`config.mk`:
```
export PLATFORM = sky130hd
export DESIGN_NAME = cache_arbiter
export DESIGN_NICKNAME = d
export VERILOG_FILES = /design/src/rtl/cache_arbiter.sv
export SDC_FILE = /design/constraint.sdc
export NUM_CORES = 1
export LEC_CHECK = 0
export BUFFER_PORTS_ARGS = -buffer_cell sky130_fd_sc_hd__buf_2
export CORE_AREA = 3 3 542 544
export DETAILED_ROUTE_END_ITERATION = 7
export DIE_AREA = 0 0 545 547
export SLEW_MARGIN = 5
export SYNTH_ARGS = -nofsm -noshare
export SYNTH_HDL_FRONTEND = slang
export SYNTH_SLANG_ARGS = --single-unit
```
`constraint.sdc`:
```
create_clock -name clk -period 2.6 [get_ports clk]
set_input_delay 0.26 -clock clk [delete_from_list [all_inputs] [get_ports clk]]
set_output_delay 0.26 -clock clk [all_outputs]
set_load 0.05 [all_outputs]
```
`src/rtl/cache_arbiter.sv`:
```
// Arbitrates a shared line-wide memory port between an I-cache and a D-cache.
// Ties go to the side that was not granted last; each transaction ends with a RELEASE cycle.
module cache_arbiter #(
  parameter int LINE_W = 256,
  parameter int ADDR_W = 32
) (
  input  logic              clk,
  input  logic              rst,
  // instruction side
  input  logic              i_pmem_read,
  input  logic [ADDR_W-1:0] i_pmem_address,
  output logic [LINE_W-1:0] i_pmem_rdata,
  output logic              i_pmem_resp,
  // data side
  input  logic              d_pmem_read,
  input  logic              d_pmem_write,
  input  logic [ADDR_W-1:0] d_pmem_address,
  input  logic [LINE_W-1:0] d_pmem_wdata,
  output logic [LINE_W-1:0] d_pmem_rdata,
  output logic              d_pmem_resp,
  // memory side
  output logic              mem_read,
  output logic              mem_write,
  output logic [ADDR_W-1:0] mem_address,
  output logic [LINE_W-1:0] mem_wdata,
  input  logic [LINE_W-1:0] mem_rdata,
  input  logic              mem_resp,
  // status
  output logic              last_grant_d
);

  // state    | meaning
  // IDLE     | no command on memory; evaluate requests
  // SERVE_I  | I-side read on memory, waiting for mem_resp
  // SERVE_D  | D-side read or write on memory, waiting for mem_resp
  // RELEASE  | one quiet cycle so the requester can drop or change its request
  typedef enum logic [1:0] {
    IDLE    = 2'd0,
    SERVE_I = 2'd1,
    SERVE_D = 2'd2,
    RELEASE = 2'd3
  } state_t;

  state_t state_q, state_d;
  logic   grant_d_q, grant_d_d;
  logic   i_req, d_req;

  assign i_req = i_pmem_read;
  assign d_req = d_pmem_read | d_pmem_write;

  always_ff @(posedge clk) begin
    if (rst) begin
      state_q   <= IDLE;
      grant_d_q <= 1'b1;
    end else begin
      state_q   <= state_d;
      grant_d_q <= grant_d_d;
    end
  end

  always_comb begin
    state_d     = state_q;
    grant_d_d   = grant_d_q;
    mem_read    = 1'b0;
    mem_write   = 1'b0;
    mem_address = '0;
    mem_wdata   = '0;
    i_pmem_resp = 1'b0;
    d_pmem_resp = 1'b0;

    case (state_q)
      IDLE: begin
        if (i_req && d_req) begin
          state_d = grant_d_q ? SERVE_I : SERVE_D;
        end else if (i_req) begin
          state_d = SERVE_I;
        end else if (d_req) begin
          state_d = SERVE_D;
        end
      end
      SERVE_I: begin
        mem_read    = 1'b1;
        mem_address = i_pmem_address;
        if (mem_resp) begin
          i_pmem_resp = 1'b1;
          grant_d_d   = 1'b0;
          state_d     = RELEASE;
        end
      end
      SERVE_D: begin
        mem_read    = d_pmem_read;
        mem_write   = d_pmem_write;
        mem_address = d_pmem_address;
        mem_wdata   = d_pmem_wdata;
        if (mem_resp) begin
          d_pmem_resp = 1'b1;
          grant_d_d   = 1'b1;
          state_d     = RELEASE;
        end
      end
      RELEASE: state_d = IDLE;
      default: state_d = IDLE;
    endcase

    // Reset silences the memory command and any response in the same cycle it is asserted.
    if (rst) begin
      mem_read    = 1'b0;
      mem_write   = 1'b0;
      mem_address = '0;
      mem_wdata   = '0;
      i_pmem_resp = 1'b0;
      d_pmem_resp = 1'b0;
    end
  end

  assign i_pmem_rdata = mem_rdata;
  assign d_pmem_rdata = mem_rdata;
  assign last_grant_d = grant_d_q;

endmodule

```
After elaboration in Yosys (flattened, before gate mapping)
Cells that the tools add are included.
{ "op_classes": {"add_sub_neg": 0, "eq_ne": 7, "reduce_logical": 6, "n_bitwise": 1, "n_div": 0, "muxes": 22, "n_shift": 0, "n_lt_le_gt_ge": 0, "multipliers": 0} }
{ "ops": {"columns": ["cell", "count"], "rows": [
  ["256-bit 2-to-1 mux", 2],
  ["32-bit one-hot mux with 2 select lines", 1],
  ["32-bit 2-to-1 mux", 1],
  ["1-bit 2-to-1 mux", 10],
  ["2-bit 2-to-1 mux", 5],
  ["2-bit one-hot mux with 3 select lines", 1],
  ["2-bit equality test (second input constant)", 2],
  ["2-bit != test (second input constant)", 2],
  ["4-bit != test (second input constant)", 1],
  ["1-bit one-hot mux with 2 select lines", 2],
  ["3-bit AND reduction", 1],
  ["2-bit by 1-bit equality test with 1-bit output (second input constant)", 1],
  ["2-bit zero test", 1],
  ["2-bit by 1-bit != test with 1-bit output (second input constant)", 1],
  ["2-bit AND reduction", 1],
  ["2-bit nonzero test", 1],
  ["2-bit OR reduction", 1],
  ["1-bit logical AND", 1],
  ["1-bit OR", 1]
]} }
{ "totals": {"latch_bits": 0, "ff_bits": 3, "rom_bits": 0, "wordCells": 38, "ramBits": 0, "mem_count": 0} }

Logic depth before layout (Yosys ltp)
{ "logic_depth": {"word_depth": 5, "ltp_mapped": 7, "ltp_nobuf": 5} }

Worst setup path before layout
Ideal clock, no wire load.
{ "synth_timing": {"kind": "reg-to-output", "start": "register state_q[1]", "end": "output mem_address[10]", "n_path_buf": 2, "arrival_ps": 1717, "path_stages_with_launch": 7, "slack_ps": 623, "required_time_ps": 2340, "path_cell_list": "dfxtp_1 inv_1 ha_1 nand2b_1 buf_2 buf_2 nor2_1"} }
{ "synth_between": {"elab_chain_len": 3, "word_cells_on_any_way": 4, "classes_between": "eq/ne: 2; mux: 2"} }
{ "synth_rtl": {"columns": ["element", "line_no", "rtl"], "rows": [
  ["start: declaration", "44", "state_t state_q, state_d;"],
  ["start signal: assignment", "56", "state_q <= state_d;"],
  ["2-bit equality test / 2-bit by 1-bit equality test with 1-bit output (equally long branches)", "71", "case (state_q)"],
  ["32-bit one-hot mux with 2 select lines *", "71", null],
  ["32-bit 2-to-1 mux *", "106", "if (rst) begin"],
  ["end: declaration", "24", "output logic [ADDR_W-1:0] mem_address,"]
]} }
Every way passes the cells marked *; elsewhere a longest branch is shown, timed or not.

Final worst setup path
{ "layout_timing": {"start": "register state_q[0]", "end": "output mem_address[11]"} }
Same word-level chain as after synthesis.

==> key figures <==
Cells and area
  • Nets@finish: 1,575
  • Layout area overhead: 127%
  • Layout cells sized above 1: 65.0%
  • Most common cell after layout, fill and taps aside: buf_2
  • Post-layout instance area: 0.0142 mm²
  • Fillers: 34,300
  • Commonest non-fill, non-tap cells in the layout: buf_2 (379), and2_1 (257), buf_12 (248)

Timing
  • Slew Viols, Final: 0
  • Final Hold Viols: 0
  • Final min period: 2.49 ns
  • Setup violations, final: 0
  • Slew HR: 55.1%
  • RSZ-0062 raised after global routing: no
  • Crit share post-route: 95.9%
  • Final Skew: 0.00441 ns
  • F_max: 401 MHz
  • Final TNS setup: 0 ns
  • Slew @ Worst Pin: 0.678 ns

Synth
  • YS warnings: 0
  • Synthesized net count: 1,487
  • Yosys reg bits: 3
  • Synth Cell Area: 0.00626 mm²
  • Seq/Total Area, Yosys: 0.959%
  • Post-Synthesis Cells: 901
  • Cell variety after synth: 23
  • Synthesized area per cell: 6.95 µm²

Clock tree
  • Post-CTS sizing: 0
  • Clock buffer count from CTS: 3
  • Worst-path clk slew: 0.03 ns
  • Later-pin clock latency in the skew report: 0.23 ns
  • H-tree levels: 1
  • Clock tree buffer depth: 2
  • Clock Sinks: 3
  • # hold bufs at CTS: 0
  • CTS tree: yes
  • Setup bufs post-CTS: 0
  • CTS root buf: clkbuf_16

Power
  • Clock network fraction of design power: 3.6%
  • Flop pwr share: 1.1%
  • Switching Share: 61.3%
  • Combinational Power Share: 95.3%
  • Net switching power: 4.29 mW
  • P_int: 2.71 mW
  • Peak supply drop: 0.667 mV
  • Pwr/cell area: 493 mW/mm²
  • Static Leakage: 4.64 nW

Global route
  • Initial antenna violation count: 210
  • Total global-route track usage: 14.1%
  • GRT overflow: 0
  • Vias in the first global route: 6,563
  • Largest net degree at the start of global routing: 46
  • First-pass GRT wire length: 236 mm

Floorplan
  • Boundary pin count: 1,387
  • Std cell rows: 198
  • Die ar.: 0.298 mm²
  • Core Area: 0.290 mm²
  • DIE WIDTH: 545 µm
  • Initial Util: 2.16%
  • Die Height: 547 µm

Setup path
  • Buffers and inverters on the worst path: 3
  • Crit path capture: mem_address[11]
  • Worst path cell trace: inv_1, ha_2, buf_4, a22oi_1, nor2_1, buf_2
  • Reg2reg path depth: 5
  • Worst EP arrival: 2.23 ns
  • Crit Path Class: reg -> out
  • Max incr delay on CP: 0.44 ns
  • Worst reg2reg path endpoint: state_q[0]$_SDFFE_PP0P_
  • Crit-path leading delay family: buffers and inverters
  • R2R Path Start: state_q[0]$_SDFFE_PP0P_
  • Source of the critical timing path: state_q[0]$_SDFFE_PP0P_
  • Critical Path RT: 2.34 ns
  • Critical path startpoint category: flip-flop
  • CP max-delay cell: buf_4
  • Endpoint class of the critical path: output pin
  • Worst Path Max Fanout: 33
  • Number of cells on the critical path: 6
  • R2R Setup Slk: 1.13 ns

Status
  • Status: finished, final reports clean

Detailed routing
  • Detail Route Antenna Nets: 0
  • Drt drc: 0
  • Drt first pass iters: 5
  • Vias per cell: 1.48
  • Via count: 7,306
  • Iteration-0 DRC Markers: 370
  • WL final: 220 mm
  • Routed length per placed instance: 44.6 µm

Placement
  • HPWL after DPL: 215 mm
  • I/O Buffers: 618
  • Placed cell areas: 0.0140 mm²
  • Final Wtd Congestion: 0.805

Worst hold path
  • Hold Path Class: in -> reg

Job
  • MaxCap Viol Count: 0
-- per-stage QoR --
step	hold WS [ns]	instances	total power [mW]	setup slack, ns	utilization, %
after global placement	0.505	4884	6.93	0.360	4.83
after CTS	0.322	4888	7.23	0.0961	4.86
after global routing	0.361	4905	7.39	0.0405	4.88
after floorplan	0.329	901	5.14	0.623	-
final	0.325	4935	7.01	0.106	4.90
after detailed placement	0.514	4884	6.95	0.345	4.83
-- layout make-up --
cell class | instances | area, µm² | share of cell area [%]
Clock buffer | 4 | 78.8 | 0.554
Tap cell | 3900 | 4880 | 34.3
Inverter | 2 | 7.51 | 0.0528
Multi-Input combinational cell | 344 | 2160 | 15.2
Timing Repair Buffer | 635 | 6920 | 48.7
Antenna cell | 47 | 118 | 0.827
Sequential cell | 3 | 60.1 | 0.422
-- registers in the layout, indices dropped and copies added (netlist names) --
register	cells
last_grant_d	1
state_q	2
-- cell usage after synthesis, drive strengths merged --
cell | instances | share of area [%]
dfxtp | 3 | 0.96
a22oi | 32 | 3.8
nor2 | 34 | 2.0
o21ai | 2 | 0.16
nor4b | 1 | 0.14
nor3b | 1 | 0.12
o2bb2ai | 1 | 0.14
inv | 2 | 0.12
and3b | 2 | 0.28
a21oi | 3 | 0.24
ha | 4 | 0.80
clkbuf | 29 | 2.2
a21boi | 1 | 0.12
nor2b | 2 | 0.32
and2 | 257 | 26
buf | 523 | 62
nand2 | 1 | 0.060
a211o | 1 | 0.14
nand2b | 1 | 0.10
a221o | 1 | 0.16
-- logic make-up (layout without fill, tap and decap cells) --
kind of cell / after synthesis / in the layout / synth area share [%]
AND/OR/NAND/NOR: 299 / 299 / 28.7
other: 0 / 47 / 0
AO/OA/AOI/OAI: 41 / 41 / 4.80
flip-flops: 3 / 3 / 0.959
buffers and inverters: 554 / 641 / 64.7
adder cells (fa/ha/maj): 4 / 4 / 0.799
-- power groups by stage --
stage | clock network (mW) | logic (mW) | registers [mW]
global placement | 0 | 6.85 | 0.0770
detailed placement | 0 | 6.87 | 0.0774
CTS | 0.254 | 6.89 | 0.0770
floorplan | 0 | 5.06 | 0.0842
finish | 0.252 | 6.68 | 0.0777
global route | 0.257 | 7.05 | 0.0793
-- worst min-delay path by stage --
stage | startpoint | endpoint | depth (start not counted)
after floorplan | rst | state_q[1]$_SDFFE_PP0P_ | 1
after global placement | state_q[1]$_SDFFE_PP0P_ | state_q[1]$_SDFFE_PP0P_ | 2
after detailed placement | state_q[1]$_SDFFE_PP0P_ | state_q[1]$_SDFFE_PP0P_ | 2
after CTS | rst | state_q[1]$_SDFFE_PP0P_ | 2
after global routing | rst | state_q[0]$_SDFFE_PP0P_ | 2
final | rst | state_q[1]$_SDFFE_PP0P_ | 2
-- layer usage --
| layer | share of wire (%) | vias to the layer above | track usage (%) |
|---|---|---|---|
| met5 | 0.28 | - | 0 |
| met1 | 20 | 2722 | 8.11 |
| met2 | 41 | 1554 | 21.1 |
| li1 | - | 2476 | - |
| met4 | 3.6 | 88 | 3.54 |
| met3 | 35 | 466 | 23.3 |
(Power assumes the default switching activity.)
